[src/rtl/icache_ctrl.sv]
// Direct-mapped instruction cache controller.
// Returns a 32-bit instruction combinationally on a hit; on a miss it stalls
// the front-end, refills one 256-bit line over a req/ack port, then releases.
module icache_ctrl #(
  parameter int          LINES = 16,
  parameter logic [31:0] NOP   = 32'h0000_0013
) (
  input  logic         clk_i,
  input  logic         rst_i,
  input  logic         req_i,
  input  logic [31:0]  pc_i,
  input  logic         flush_i,
  output logic [31:0]  instr_o,
  output logic         stall_o,
  output logic         mem_enable_o,
  output logic [31:0]  mem_addr_o,
  input  logic         mem_ack_i,
  input  logic [255:0] mem_data_i
);

  localparam int IW = $clog2(LINES);
  localparam int TW = 27 - IW;

  typedef enum logic {IDLE, MISS} state_t;

  state_t              state_q, state_d;
  logic [LINES-1:0]    valid_q, valid_d;
  logic [26:0]         miss_line_q, miss_line_d;  // pc[31:5] of the line being refilled
  logic [TW-1:0]       tag_q  [LINES];
  logic [255:0]        data_q [LINES];

  logic [2:0]          offset;
  logic [IW-1:0]       index;
  logic [TW-1:0]       tag;
  logic                hit;
  logic [IW-1:0]       fill_index;
  logic [TW-1:0]       fill_tag;
  logic                fill;
  logic                unused_pc_bits;

  assign offset         = pc_i[4:2];
  assign index          = pc_i[4+IW:5];
  assign tag            = pc_i[31:5+IW];
  assign hit            = req_i & valid_q[index] & (tag_q[index] == tag);
  assign fill_index     = miss_line_q[IW-1:0];
  assign fill_tag       = miss_line_q[26:IW];
  assign fill           = (state_q == MISS) & mem_ack_i;
  assign unused_pc_bits = ^pc_i[1:0];

  // Control state: FSM, valid bits and the latched miss address.
  always_ff @(posedge clk_i or negedge rst_i) begin
    if (!rst_i) begin
      state_q     <= IDLE;
      valid_q     <= '0;
      miss_line_q <= '0;
    end else begin
      state_q     <= state_d;
      valid_q     <= valid_d;
      miss_line_q <= miss_line_d;
    end
  end

  // Tag/data arrays are plain storage; the valid bits guard their contents.
  always_ff @(posedge clk_i) begin
    if (fill) begin
      data_q[fill_index] <= mem_data_i;
      tag_q[fill_index]  <= fill_tag;
    end
  end

  // Next-state logic; a flush overrides a refill landing in the same cycle.
  always_comb begin
    state_d     = state_q;
    valid_d     = valid_q;
    miss_line_d = miss_line_q;
    case (state_q)
      IDLE: begin
        if (req_i && !hit) begin
          state_d     = MISS;
          miss_line_d = pc_i[31:5];
        end
      end
      MISS: begin
        if (mem_ack_i) begin
          state_d             = IDLE;
          valid_d[fill_index] = 1'b1;
        end
      end
      default: state_d = IDLE;
    endcase
    if (flush_i) valid_d = '0;
  end

  // Outputs; held at their idle values while reset is asserted.
  always_comb begin
    instr_o      = NOP;
    stall_o      = 1'b0;
    mem_enable_o = 1'b0;
    mem_addr_o   = '0;
    if (rst_i) begin
      case (state_q)
        IDLE: begin
          if (hit) instr_o = data_q[index][{offset, 5'b00000} +: 32];
          else if (req_i) stall_o = 1'b1;
        end
        MISS: begin
          stall_o      = 1'b1;
          mem_enable_o = 1'b1;
          mem_addr_o   = {miss_line_q, 5'b00000};
        end
        default: ;
      endcase
    end
  end

endmodule

[config.mk]
export PLATFORM = sky130hd
export DESIGN_NAME = icache_ctrl
export DESIGN_NICKNAME = d
export VERILOG_FILES = /design/src/rtl/icache_ctrl.sv
export SDC_FILE = /design/constraint.sdc
export NUM_CORES = 2
export LEC_CHECK = 0
export CAP_MARGIN = 10
export CORE_UTILIZATION = 62
export DETAILED_ROUTE_END_ITERATION = 8
export PLACE_DENSITY = 0.8
export RECOVER_POWER = 25
export SLEW_MARGIN = 30
export SYNTH_ARGS = -nofsm -noshare
export SYNTH_HDL_FRONTEND = slang
export SYNTH_MEMORY_MAX_BITS = 65536
export SYNTH_SLANG_ARGS = --single-unit
[constraint.sdc]
create_clock -name clk_i -period 26 [get_ports clk_i]
set_clock_uncertainty 0.2 [all_clocks]
set_input_delay 2.6 -clock clk_i [delete_from_list [all_inputs] [get_ports clk_i]]
set_output_delay 2.6 -clock clk_i [all_outputs]
set_load 0.05 [all_outputs]
==> reports/results.ini <==
[worst_setup_path]
path_cells=buf_8 > buf_4 > buf_6 > buf_4 > buf_12 > buf_6 > mux4_2 > mux4_2 > mux4_2 > mux2i_1 > nor3_1 > clkdlybuf4s50_1
timing.rr.start=state_q
crit_top_cell=mux4_2
worstSetupStartpointType=primary input
crit_end=instr_o[24]
r2r_slack_ns=19.74
path_depth=12
worstPathRequired_ns=23.20
crit_fanout=137
critPathKind=in2out
crit_buf_inv=7
crit_path_start=pc_i[6]
arrival_ns=10.42
crit_path_top_delay_cell=buf_4
reg2regPathDepth=6
r2r-end=data_q[15][68]
crit_family=buffers and inverters
worst_setup_path_end_kind=output pin
crit_path_max_incr_delay_ns=0.91

[cells_and_area]
finalNetCount=7595
syn_to_final_growth_pct=13.2
fillCellCount=14100
drive_gt1_share_pct=29.2

[route]
drtAntennaViolNets=0
wl_per_cell_um=43.4
drc=0
num_vias=85200
viasPerCell=7.44
dr.pass1.iters=8
drtIter0Drc=15600
wl_mm=497

[power]
swShare_pct=23.2
pwr-share-comb_pct=6.3
leakagePower_nw=60.4
seq_power_share_pct=52.9
power.density_mw_per_mm2=80.8
ir_drop_mv=0.0776
intPower_mw=12.1
clock_power_share_pct=40.8
p_sw_mw=3.65

[synthesis]
ys.flop_type=edfxtp_1
ys_ff_latch=4508
synth.avg_cell_area_sq_um=25.5
synth_area_sq_mm=0.172
ys_warn_count=0
synthArstFlopShare_pct=0.976
synth_cell_types=57
synth_top_area_cell=edfxtp_1
synth_area_leaders=edfxtp_1, mux4_2, dfrtp_1, mux2i_1, clkbuf_1
synth_edf_count=4464
post-synth-top-count-cell=edfxtp_1
synth_top_cell_area_share_pct=78.0
yosysSeqAreaShare_pct=78.6
synth_commonest_cells=edfxtp_1, mux4_2, clkbuf_1, mux2i_1, buf_1
synth_cells=6730

[sta]
hold-worst-slack_ns=0.308
relSlewSlack_pct=-108
maxSlewViolCount=75
tightest_slew_ns=3.12
finalSetupTns_ns=0
rsz0062_at_grt=no
fin_crit_sh_pct=50.8
fmax_mhz=75.7
setup_viol=0
period_needed_ns=13.22
hold_viol_final=0

[run]
max_cap_violations=1

[clocking]
tritoncts=built
cts_made_buffers=430
clockRootBuffer=clkbuf_16
cts_htree_levels=5
cts_setup_buffers=0
cts.sinks=4508
clkLatencyLatePin_ns=1.00
post_cts_resized=0
ctsHoldBuffers=0
cts.reportedPaths.clkPinSlew_ns=0.06
clk_path_buf_depth=4

[status]
violations=max-capacitance violations, max-slew violations
status=finished, violations left

[grt]
grt_first_pass_wirelength_mm=685
grt_pass1_vias=85000
grt_overflow_total=0
grt_antenna_before_repair=172
grt_max_degree=146
grt_usage_pct=35.7

[hold_path]
hp-class=reg2reg

[die]
rows=192
ioPinCount=359
start_util_pct=62.6
die_x_um=529
die_area_sq_mm=0.279
die_h_um=529
coreArea_sq_mm=0.275

[placement]
gp_congestion=0.837
post-dp-hpwl_mm=225
port_buffers=351

## layer usage
| layer | global-route usage, % | part of all wire [%] |
|---|---|---|
| met2 | 55.2 | 49 |
| met4 | 17.6 | 5.4 |
| met1 | 47.9 | 32 |
| met3 | 9.22 | 14 |
| met5 | 0 | 0.15 |
## cell type report
class | instances | area [sq um] | area share, %
diodes | 106 | 265 | 0.136
clock buffers | 518 | 11200 | 5.78
repair buffers | 498 | 5110 | 2.63
multi-input cells | 1854 | 35300 | 18.1
flip-flops and latches | 4508 | 135000 | 69.5
well taps | 3686 | 4610 | 2.37
inverters | 10 | 50.0 | 0.0257
clock inverters | 270 | 2790 | 1.43
## cells in the final DEF (no fill, tap or decap), types with 6 or more instances in the layout
cell / count
mux4_2: 1411
buf_6: 24
buf_4: 96
nor3_1: 30
mux2_4: 19
clkinv_16: 19
nor3_2: 6
nand2_1: 28
and3_1: 27
mux2_2: 16
dlygate4sd3_1: 138
buf_16: 7
diode_2: 106
clkdlybuf4s50_1: 205
bufinv_16: 39
nor2_4: 12
a21oi_1: 6
mux2i_1: 102
xnor2_1: 22
edfxtp_1: 4464
xor2_1: 6
a22oi_1: 13
buf_12: 22
nand2b_1: 6
clkbuf_1: 80
nor2b_1: 8
clkinv_2: 81
a22o_1: 8
o21ai_0: 11
dfrtp_1: 44
clkinv_1: 104
clkinvlp_4: 17
inv_1: 7
clkbuf_16: 435
nor2_1: 46
## state kept, by name, indices dropped and copies added (netlist names)
name         cells
state_q          1
valid_q         16
data_q        4096
tag_q          368
miss_line_q     27
## kinds of logic (layout without fill, tap and decap cells)
kind of cell,after synthesis,in the layout,synth area share [%]
AOI/OAI and AO/OA,74,74,0.330
xor gates and xnor gates,28,28,0.143
and+or+nand+nor,196,196,0.573
muxes,1551,1551,19.4
buffers and inverters,372,1296,0.921
other,1,111,0.00218
DFF,4508,4508,78.6
## worst min path at each step
stage	from	end	cells past startpoint
2_1_floorplan	valid_q[10]	valid_q[10]	2
3_3_place_gp	valid_q[12]	valid_q[12]	2
3_5_place_dp	valid_q[6]	valid_q[6]	2
4_1_cts	valid_q[4]	valid_q[4]	2
5_1_grt	valid_q[10]	valid_q[10]	2
6_report	valid_q[0]	valid_q[0]	2
## worst min-delay path, stage by stage (launching register included)
cell and delay (ns):
dfrtp_1 0.35, nor2_1 0.05, nor2_1 0.08
## metrics by stage
step	instance area [sq um]	cells	util [%]	worst slack, ns	total power, mW
after floorplan	172000	6734	-	2.69	9.03
after global placement	180000	10500	65.5	12.44	9.33
after detailed placement	180000	10600	65.6	12.41	9.38
after CTS	194000	11300	70.7	12.28	15.7
after global routing	194000	11400	70.8	12.48	16.0
final	194000	11500	70.8	12.78	15.7
## power groups by stage
stage	sequential, mW	clock (mW)	combinational (mW)
after floorplan	8.49	0	0.537
after global placement	8.42	0	0.910
after detailed placement	8.45	0	0.936
after CTS	8.31	6.40	0.977
after global routing	8.32	6.67	1.01
final	8.31	6.42	0.991
Power figures use the tool's default switching activity.
